**config.mk**
```make
export PLATFORM = sky130hd
export DESIGN_NAME = pin_brute_ctrl
export DESIGN_NICKNAME = d
export VERILOG_FILES = /design/src/rtl/pin_brute_ctrl.sv
export SDC_FILE = /design/constraint.sdc
export NUM_CORES = 1
export LEC_CHECK = 0
export CAP_MARGIN = 30
export CORE_ASPECT_RATIO = 0.9
export CORE_MARGIN = 2
export CORE_UTILIZATION = 35
export CTS_BUF_LIST = sky130_fd_sc_hd__clkbuf_2
export CTS_CLUSTER_SIZE = 8
export DETAILED_ROUTE_END_ITERATION = 7
export HOLD_SLACK_MARGIN = 0.06
export MAX_ROUTING_LAYER = met4
export PLACE_DENSITY_LB_ADDON = 0.05
export SLEW_MARGIN = 20
export SYNTH_ARGS = -nofsm -noshare
export SYNTH_HDL_FRONTEND = slang
export SYNTH_SLANG_ARGS = --single-unit
```
**constraint.sdc**
```tcl
create_clock -name clk -period 4.94 [get_ports clk]
set_input_delay 1.235 -clock clk [delete_from_list [all_inputs] [get_ports clk]]
set_output_delay 1.235 -clock clk [all_outputs]
set_load 0.03 [all_outputs]
```
**src/rtl/pin_brute_ctrl.sv**
```systemverilog
// pin_brute_ctrl: PIN brute-force sequencer for a serial target.
// Waits for the PIN prompt, streams the current candidate as ASCII (least
// significant digit first, optional CR), then decides on the outcome:
// a rejection advances the candidate and pulses the target reset, and a
// silent timeout means the PIN was accepted.
module pin_brute_ctrl #(
  parameter int         NUM_DIGITS     = 4,
  parameter int         DIGIT_MAX      = 9,
  parameter logic [7:0] ASCII_BASE     = 8'h30,
  parameter int         SEND_CR        = 1,
  parameter int         RST_CYCLES     = 16,
  parameter int         TIMEOUT_CYCLES = 1000000
) (
  input  logic                    clk,
  input  logic                    rst,
  input  logic                    start,
  input  logic                    prompt_seen,
  input  logic                    invalid_seen,
  input  logic                    tx_ready,
  output logic                    tx_valid,
  output logic [7:0]              tx_data,
  output logic                    target_rst,
  output logic                    busy,
  output logic                    found,
  output logic                    exhausted,
  output logic [8*NUM_DIGITS-1:0] pin_out,
  output logic [31:0]             attempt_count
);

  typedef enum logic [2:0] {
    IDLE, WAIT_PROMPT, SEND, WAIT_RESULT, RESET_TGT, DONE
  } state_t;

  localparam int          NUM_BYTES    = NUM_DIGITS + ((SEND_CR != 0) ? 1 : 0);
  localparam logic [3:0]  LAST_BYTE    = 4'(NUM_BYTES - 1);
  localparam logic [7:0]  DIGIT_TOP    = 8'(DIGIT_MAX);
  localparam logic [31:0] TIMEOUT_LAST = 32'(TIMEOUT_CYCLES - 1);
  localparam logic [31:0] RST_LAST     = 32'(RST_CYCLES - 1);

  state_t                     state_q, state_d;
  logic [NUM_DIGITS-1:0][7:0] digit_q, digit_d, digit_inc;
  logic [3:0]                 byte_idx_q, byte_idx_d;
  logic [31:0]                timer_q, timer_d;
  logic [31:0]                rst_cnt_q, rst_cnt_d;
  logic                       found_q, found_d;
  logic                       exhausted_q, exhausted_d;
  logic [31:0]                attempt_q, attempt_d;
  logic [NUM_DIGITS-1:0]      at_top;
  logic [NUM_DIGITS-1:0]      carry;
  logic                       all_top;

  // Mixed-radix ripple incrementer: digit 0 always counts, a digit at its
  // top value wraps and passes the carry upward, all in one cycle.
  assign carry[0] = 1'b1;
  generate
    for (genvar gi = 0; gi < NUM_DIGITS; gi++) begin : g_digit
      assign at_top[gi]         = (digit_q[gi] == DIGIT_TOP);
      assign digit_inc[gi]      = !carry[gi] ? digit_q[gi]
                                : (at_top[gi] ? 8'd0 : digit_q[gi] + 8'd1);
      assign pin_out[8*gi +: 8] = ASCII_BASE + digit_q[gi];
      if (gi < NUM_DIGITS - 1) begin : g_carry
        assign carry[gi+1] = carry[gi] & at_top[gi];
      end
    end
  endgenerate
  assign all_top = &at_top;

  // Byte being offered: a digit while the index is inside the PIN, else CR.
  // Only registers feed it, so it cannot move while a byte is stalled.
  always_comb begin
    tx_data = 8'h0D;
    for (int i = 0; i < NUM_DIGITS; i++) begin
      if (byte_idx_q == 4'(i)) tx_data = ASCII_BASE + digit_q[i];
    end
  end

  assign tx_valid      = (state_q == SEND);
  assign target_rst    = (state_q == RESET_TGT);
  assign busy          = (state_q != IDLE) && (state_q != DONE);
  assign found         = found_q;
  assign exhausted     = exhausted_q;
  assign attempt_count = attempt_q;

  // State and datapath registers; reset wins over everything.
  always_ff @(posedge clk) begin
    if (rst) begin
      state_q     <= IDLE;
      digit_q     <= '0;
      byte_idx_q  <= '0;
      timer_q     <= '0;
      rst_cnt_q   <= '0;
      found_q     <= 1'b0;
      exhausted_q <= 1'b0;
      attempt_q   <= '0;
    end else begin
      state_q     <= state_d;
      digit_q     <= digit_d;
      byte_idx_q  <= byte_idx_d;
      timer_q     <= timer_d;
      rst_cnt_q   <= rst_cnt_d;
      found_q     <= found_d;
      exhausted_q <= exhausted_d;
      attempt_q   <= attempt_d;
    end
  end

  // Next-state logic: every register holds unless its state acts on it.
  always_comb begin
    state_d     = state_q;
    digit_d     = digit_q;
    byte_idx_d  = byte_idx_q;
    timer_d     = timer_q;
    rst_cnt_d   = rst_cnt_q;
    found_d     = found_q;
    exhausted_d = exhausted_q;
    attempt_d   = attempt_q;
    case (state_q)
      IDLE: begin
        if (start) begin
          digit_d     = '0;
          found_d     = 1'b0;
          exhausted_d = 1'b0;
          attempt_d   = '0;
          byte_idx_d  = '0;
          state_d     = WAIT_PROMPT;
        end
      end
      WAIT_PROMPT: begin
        if (prompt_seen) begin
          byte_idx_d = '0;
          state_d    = SEND;
        end
      end
      SEND: begin
        if (tx_ready) begin
          if (byte_idx_q == LAST_BYTE) begin
            byte_idx_d = '0;
            timer_d    = '0;
            attempt_d  = (attempt_q == 32'hFFFF_FFFF) ? attempt_q : attempt_q + 32'd1;
            state_d    = WAIT_RESULT;
          end else begin
            byte_idx_d = byte_idx_q + 4'd1;
          end
        end
      end
      WAIT_RESULT: begin
        // A rejection outranks a timeout landing in the same cycle.
        if (invalid_seen) begin
          if (all_top) begin
            exhausted_d = 1'b1;
            state_d     = DONE;
          end else begin
            digit_d   = digit_inc;
            rst_cnt_d = '0;
            state_d   = RESET_TGT;
          end
        end else if (timer_q == TIMEOUT_LAST) begin
          found_d = 1'b1;
          state_d = DONE;
        end else begin
          timer_d = timer_q + 32'd1;
        end
      end
      RESET_TGT: begin
        if (rst_cnt_q == RST_LAST) state_d = WAIT_PROMPT;
        else                       rst_cnt_d = rst_cnt_q + 32'd1;
      end
      DONE: begin
      end
      default: state_d = IDLE;
    endcase
  end

endmodule

```
# Word level (Yosys, flattened, before mapping)
# Cells that the tools add are included.
[op_classes]
n_addsub = 12
n_eq_ne = 34
mux = 49
bitwise_logic = 3
reduce_logical = 21
[op_table]
columns = ["op", "count"]
rows = [
  ["$mux 32", 13],
  ["$pmux 32 s2", 4],
  ["$add 32x1->32 const B", 3],
  ["$mux 8", 11],
  ["$add 6x8->8 const A", 4],
  ["$add 8x1->8 const B", 4],
  ["$eq 32x20->1 const B", 1],
  ["$eq 32x32->1 const B", 1],
  ["$eq 32x4->1 const B", 1],
  ["$eq 8x4->1 const B", 4],
  ["$ne 2x2->1 const B", 14],
  ["$reduce_and 5->1", 5],
  ["$reduce_and 4->1", 6],
  ["$mux 3", 7],
  ["$pmux 3 s6", 1],
  ["$mux 4", 4],
  ["$pmux 4 s3", 1],
  ["$eq 4x2->1 const B", 2],
  ["$reduce_bool 2->1", 4],
  ["$reduce_and 7->1", 1],
  ["$eq 3x2->1 const B", 2],
  ["$eq 3x3->1 const B", 2],
  ["$mux 1", 6],
  ["$ne 3x3->1 const B", 2],
  ["other kinds (12)", 16],
]
[totals]
register_bits = 137
out_inout_bits = 77

# Depth between registers and ports, before layout
# Gate-level depths: netlist (run 1).
[depth]
word_depth = 7
depth_mapped = 10
mapped_depth_nobuf = 8

# Worst setup path before layout (run 1)
# Ideal clock, no wire load.
[synth_timing]
kind = "register to output"
start = "register digit_q[14] in the netlist's numbering"
end = "output port tx_data[7]"
arrival_time_ns = 2.408
setup_slack_ns = 1.297
stages_incl_launch_ff = 5
path_buffers = 0
path_cell_list = "dfxtp_1 o21ai_0 xnor2_1 a221oi_1 o41ai_1"
[synth_between]
elab_chain_cells = 4
[synth_rtl]
columns = ["item", "line_no", "text"]
rows = [
  ["start, declared", "41", "logic [NUM_DIGITS-1:0][7:0] digit_q, digit_d, digit_inc;"],
  ["start signal, assigned", "97", "digit_q <= digit_d;"],
  ["$add 6x8->8", "n/a", ""],
  ["named net pin_out[15]", "26", "output logic [8*NUM_DIGITS-1:0] pin_out,"],
  ["$mux 8 (3 in a row)", "73", "if (byte_idx_q == 4'(i)) tx_data = ASCII_BASE + digit_q[i];"],
  ["end, declared", "21", "output logic [7:0] tx_data,"],
]
# The timed path passes the listed nets, and every way through them passes these cells.

# Worst setup path after layout (run 1)
[layout_timing]
start = "register digit_q[4] in the netlist's numbering"
end = "output port tx_data[5]"
[layout_between]
elab_chain_cells = 5
[layout_rtl]
columns = ["item", "line_no"]
rows = [
  ["$add 6x8->8", "73"],
  ["$mux 8 (4 in a row)", "73"],
]
# Every way passes these cells.

==> results of run 1 <==
==> per-stage QoR <==
stage          setup slack [ps]  power, mW  hold WS [ps]
3_3_place_gp               1180       1.89           463
5_1_grt                     339       2.68           511
2_1_floorplan              1300       1.66           452
4_1_cts                     509       2.57           490
3_5_place_dp               1140       1.88           457
6_report                    622       2.54           483
==> worst paths after layout <==
kind | from | to | slack [ps]
setup / recovery | digit_q[4] | tx_data[5] | 620
hold / removal | exhausted | exhausted | 480
setup reg to reg | digit_q[28] | rst_cnt_q[21] | 2090
hold reg to reg | exhausted | exhausted | 480
==> worst register-to-register path, stage by stage (launching register included) <==
cell	delay [ps]
dfxtp_1	450
inv_1	130
ha_1	220
and2_0	210
nand4b_1	290
o21ai_2	140
a2111o_1	660
or4_1	560
a21oi_1	140
==> layout make-up <==
type                            count  share of cell area [%]
Multi-Input combinational cell    795                    53.1
Antenna cell                        2                  0.0533
Inverter                           39                    1.56
Clock inverter                     12                    1.36
Timing Repair Buffer               94                    9.69
Clock buffer                       18                   0.960
Sequential cell                   137                    29.2
Tap cell                          302                    4.03
==> registers in the layout, indices dropped and copies added, names as in the netlist <==
name           flops
rst_cnt_q         32
exhausted          1
found              1
digit_q           32
state_q            3
byte_idx_q         4
timer_q           32
attempt_count     32
==> Yosys cell counts, drive strengths merged (9+ instances only) <==
master / instances / share of area (%)
a211oi: 11 / 1.1
a21oi: 102 / 6.4
a311oi: 12 / 1.3
a31oi: 10 / 0.76
and2: 15 / 1.1
and3: 27 / 2.1
and4: 11 / 1.2
buf: 37 / 3.0
clkbuf: 24 / 1.1
dfxtp: 137 / 33
ha: 27 / 4.1
inv: 39 / 1.8
nand2: 74 / 3.4
nand3: 49 / 3.1
nand4: 30 / 2.5
nor2: 104 / 4.9
nor2b: 11 / 0.84
nor3: 25 / 1.7
nor3b: 9 / 1.0
nor4: 25 / 2.5
o21ai: 79 / 4.9
or3: 34 / 2.6
xnor2: 31 / 3.3
==> kinds of logic (layout without fill, tap and decap cells) <==
kind of cell,count (synthesis),in the layout,share of synthesized area [%]
AOI/OAI and AO/OA,265,265,19.8
xor gates and xnor gates,39,39,4.16
adders and majority gates,27,27,4.11
buffers and inverters,100,163,5.89
DFF,137,137,33.4
muxes,5,5,0.609
other,0,2,0
and+or+nand+nor,459,459,32.0
==> where the power goes <==
| group | leakage [nW] | switching (mW) | internal (mW) |
|---|---|---|---|
| clock | 0.130 | 0.451 | 0.226 |
| sequential | 1.10 | 0.0534 | 1.13 |
| combinational | 1.87 | 0.442 | 0.241 |
| total | 3.11 | 0.947 | 1.59 |
==> per-layer routing <==
layer / track usage [%] / vias up / share of wire (%)
met5: - / - / 0
met4: 4.05 / 0 / 0.82
met3: 3.50 / 14 / 3.5
met2: 28.7 / 133 / 43
met1: 29.4 / 3564 / 53
li1: - / 3871 / -
==> run_results.csv, run 1 <==
group,metric,value,unit
timing,maxSlewViolCount,0,
global_route,track_usage,20.0,%
pwr,p_leak,3.11,nW
placed_design,io_buffers,82,
worst_setup_path,start_kind,"flip-flop",
timing,max-slew-margin-rel,45.0,%
run,maxCapViolations,0,
floorplanning,dieArea,24700,µm²
layout,design_area,9390,µm²
worst_setup_path,crit_top_cell,"a211oi_1",
clock_tree,cts_sinks,137,
floorplanning,rows,53,
global_route,grt_pass1_wl,38400,µm
placed_design,dp_hpwl,16400,µm
global_route,antenna_found_initial,2,
worst_setup_path,cp.depth,8,
clock_tree,clockBufferDepth,2,
clock_tree,tritoncts,"yes",
hold_path,hp-class,"flip-flop to flip-flop",
worst_setup_path,cp.required,3700,ps
worst_setup_path,path_max_fanout,6,
placed_design,gp_congestion,0.814,
synthesis,synth-seq-cells,137,
clock_tree,cts-root-buf,"clkbuf_2",
global_route,grt_max_degree,68,
synthesis,async_reset_ff_share,0,%
timing,fin_crit_sh,87.4,%
layout,multi_input_area,4990,µm²
timing,rsz0062_at_grt,"no",
synthesis,synth_edf_count,0,
synthesis,syn-num-nets,1065,
floorplanning,pin_count,83,
floorplanning,start_util,35.4,%
worst_setup_path,r2r_cells,8,
layout,drive_gt1_share,7.21,%
hold_path,hold-path-cell-count,2,
synthesis,netlist_area,8220,µm²
global_route,first_global_vias,7059,
clock_tree,cts_made_buffers,17,
worst_setup_path,slowest_stage,"clkdlybuf4s50_1",
clock_tree,cts_setup_buffers,0,
layout,final_cells,1399,
status,status,"completed",
clock_tree,h-tree-depth,4,
timing,final-hold-violation-count,0,
placed_design,dpl-instance-area,9150,µm²
worst_setup_path,end_kind,"primary output",
clock_tree,ctsHoldBuffers,0,
timing,setup_total_negative_slack,0,ps
detailed_routing,antenna_left,0,
synthesis,avgSynthCellArea,7.96,µm²
detailed_routing,wire_per_inst,16.9,µm
detailed_routing,via_count,7582,
worst_setup_path,cp_cell_sequence,"inv_1 -> ha_1 -> nor3b_1 -> a211oi_1 -> a211oi_1 -> a21oi_1 -> nor2_1 -> clkdlybuf4s50_1",
pwr,pwr_density_cell,271,nW/µm²
global_route,grt_remaining_overflow,0,
timing,fmax,0.232,GHz
detailed_routing,drtIter0Drc,473,
worst_setup_path,worstPathArrival,3080,ps
timing,min_period,4320,ps
worst_setup_path,worst_path_largest_cell_delay,670,ps
clock_tree,path_clk_slew,240,ps
layout,final.fill_count,2417,
floorplanning,die_w,165,µm
layout,final_nets,1117,
synthesis,ys.flop_type,"dfxtp_1",
clock_tree,clock_latency,730,ps
synthesis,synth.distinct_cells,81,
clock_tree,cts-resized-gates,0,
timing,setup_viol,0,
timing,finalClockSkew,54.3,ps
synthesis,synth_seq_area_share,33.4,%
layout,utilization,40.4,%
layout,area_growth,14.3,%
worst_setup_path,crit_family,"buffers and inverters",
detailed_routing,vias_per_cell,5.42,
detailed_routing,route.detailed.drc,0,
layout,final_cell_mix,"dfxtp_1 (137), nor2_1 (103), a21oi_1 (100), clkdlybuf4s50_1 (81), o21ai_0 (74)",
synthesis,yosys_warnings,0,
timing,tightest_slew,817,ps
detailed_routing,dr.pass1.iters,5,
layout,seq_area,2740,µm²
floorplanning,die_y,149,µm
detailed_routing,drt-total-wl,23600,µm
floorplanning,core_area,23200,µm²
pwr,ir_drop,0.000114,V
worst_setup_path,crit_type,"flip-flop to primary output",
layout,layout_commonest_cell,"dfxtp_1",
synthesis,synth_cells,1032,
placed_design,place_inst,1365,
worst_setup_path,crit_buf_inv,2,
(Power assumes the default switching activity.)
==> run 2: changes to the inputs <==
Settings changed: PLACE_DENSITY_LB_ADDON 0.05 to not set.
==> run 2 against run 1 <==
  * Sequential power is essentially flat
  * Clock skew shrank 10 ps
  * Routed wire length shrank 6.2%
  * Fmax shrank 1.8%
  * Cell area shrank 0.29%
  * Die area is the same
  * Critical path type unchanged
  * Setup slack lost 80 ps
==> run_results.csv, run 2 (same netlist as run 1, synthesis figures left out) <==
group,metric,value,unit
clock_tree,clock_latency,710,ps
detailed_routing,wire_per_inst,15.8,µm
clock_tree,tritoncts,"yes",
global_route,grt_remaining_overflow,0,
clock_tree,ctsHoldBuffers,0,
clock_tree,clockBufferDepth,2,
clock_tree,path_clk_slew,230,ps
floorplanning,start_util,35.4,%
layout,area_growth,13.9,%
detailed_routing,dr.pass1.iters,5,
layout,design_area,9360,µm²
layout,layout_commonest_cell,"dfxtp_1",
worst_setup_path,cp.required,3700,ps
hold_path,hold_end,"exhausted",
layout,final_nets,1114,
worst_setup_path,path_max_fanout,6,
detailed_routing,drt-total-wl,22100,µm
worst_setup_path,crit_top_cell,"a211oi_1",
worst_setup_path,slowest_stage,"clkdlybuf4s50_1",
timing,setup_viol,0,
timing,rsz0062_at_grt,"no",
placed_design,dp_hpwl,15700,µm
timing,fin_crit_sh,89.0,%
global_route,antenna_found_initial,1,
clock_tree,cts-resized-gates,0,
placed_design,dpl-instance-area,9130,µm²
placed_design,dp_worst_setup_slack,1220,ps
global_route,first_global_vias,6963,
timing,fmax,0.227,GHz
worst_setup_path,r2r_cells,7,
worst_setup_path,cp_cell_sequence,"inv_1 -> ha_1 -> nor3b_1 -> a211oi_1 -> a211oi_1 -> a21oi_1 -> nor2_1 -> clkdlybuf4s50_1",
floorplanning,dieArea,24700,µm²
timing,finalClockSkew,44.3,ps
timing,fin_ws,542,ps
placed_design,io_buffers,82,
worst_setup_path,r2r_end,"attempt_count[8]",
worst_setup_path,ff2ff_setup_slack,1750,ps
hold_path,hold-path-cell-count,2,
clock_tree,cts-root-buf,"clkbuf_2",
worst_setup_path,startpoint,"digit_q[4]",
detailed_routing,vias_per_cell,5.56,
hold_path,timing.hold.worst.start,"exhausted",
worst_setup_path,start_kind,"flip-flop",
detailed_routing,via_count,7761,
clock_tree,h-tree-depth,4,
layout,drive_gt1_share,7.04,%
timing,final-hold-violation-count,0,
global_route,grt_max_degree,68,
timing,min_period,4400,ps
timing,maxSlewViolCount,0,
clock_tree,cts_sinks,137,
worst_setup_path,worst_path_largest_cell_delay,710,ps
detailed_routing,antenna_left,0,
detailed_routing,route.detailed.drc,0,
timing,max-slew-margin-rel,41.1,%
floorplanning,rows,53,
hold_path,hp-class,"flip-flop to flip-flop",
timing,setup_total_negative_slack,0,ps
global_route,grt_pass1_wl,36400,µm
layout,final_cell_mix,"dfxtp_1 (137), nor2_1 (103), a21oi_1 (100), clkdlybuf4s50_1 (81), o21ai_0 (74)",
worst_setup_path,crit_type,"flip-flop to primary output",
worst_setup_path,worstPathArrival,3160,ps
worst_setup_path,end_kind,"primary output",
run,maxCapViolations,0,
global_route,track_usage,18.7,%
worst_setup_path,reg2reg_from,"state_q[1]",
pwr,p_leak,3.09,nW
clock_tree,cts_setup_buffers,0,
floorplanning,core_area,23200,µm²
clock_tree,cts_made_buffers,17,
pwr,ir_drop,0.000307,V
floorplanning,die_y,149,µm
status,status,"completed",
timing,tightest_slew,877,ps
floorplanning,pin_count,83,
detailed_routing,drtIter0Drc,622,
placed_design,gp_congestion,0.851,
floorplanning,die_w,165,µm
pwr,pwr_density_cell,268,nW/µm²
-- run 2: cell types whose count changed in the layout (fill, tap and decap cells not counted), sizes merged --
| cell | delta |
|---|---|
| buf | -2 |
| clkbuf | -1 |
| diode | -1 |
| clkinv | +1 |
| clkinvlp | +1 |
-- run 2: routing by layer --
metal | wire (µm) | up-vias | GRT usage, %
met1 | 11100 | 3680 | 26.5
met5 | 0 | - | -
met4 | 299 | 0 | 4.18
li1 | - | 3872 | -
met3 | 1240 | 25 | 3.86
met2 | 9520 | 184 | 27.5
-- run 2: final cells by class --
| cell class | instances | area [µm²] |
|---|---|---|
| diodes | 1 | 2.50 |
| clock buffers | 18 | 90.1 |
| clock inverters | 14 | 131 |
| fillers | 2364 | 13800 |
| inverters | 39 | 146 |
| multi-input cells | 795 | 4990 |
| flip-flops and latches | 137 | 2740 |
| well taps | 302 | 378 |
| repair buffers | 91 | 881 |
-- run 2: critical path: cells and delay by family, from the launching register on --
| kind | cells | cell delay [ps] |
|---|---|---|
| AOI/OAI and AO/OA | 3 | 360 |
| and+or+nand+nor | 2 | 410 |
| buffers and inverters | 2 | 840 |
| DFF | 1 | 490 |
| adders and majority gates | 1 | 340 |
-- run 2: worst max-delay path by stage --
stage / slack, ps / end
global route: 270 / tx_data[5]
detailed placement: 1220 / rst_cnt_q[21]
CTS: 520 / tx_data[5]
floorplan: 1300 / tx_data[7]
finish: 540 / tx_data[5]
global placement: 1250 / rst_cnt_q[21]
-- run 2: stage by stage --
| stage | hold slack, ps | util [%] | instances | power [mW] |
|---|---|---|---|---|
| after detailed placement | 452 | 39.3 | 1363 | 1.87 |
| after floorplan | 452 | - | 1032 | 1.66 |
| after global placement | 458 | 39.3 | 1363 | 1.87 |
| after global routing | 497 | 40.3 | 1397 | 2.66 |
| final | 493 | 40.3 | 1397 | 2.51 |
| after CTS | 484 | 40.3 | 1395 | 2.53 |
-- run 2: power breakdown --
| group | leakage, nW | switching (mW) | total, mW | internal, mW |
|---|---|---|---|---|
| Combinational | 1.86 | 0.435 | 0.676 | 0.241 |
| Sequential | 1.10 | 0.0553 | 1.18 | 1.13 |
| Clock | 0.131 | 0.429 | 0.655 | 0.226 |
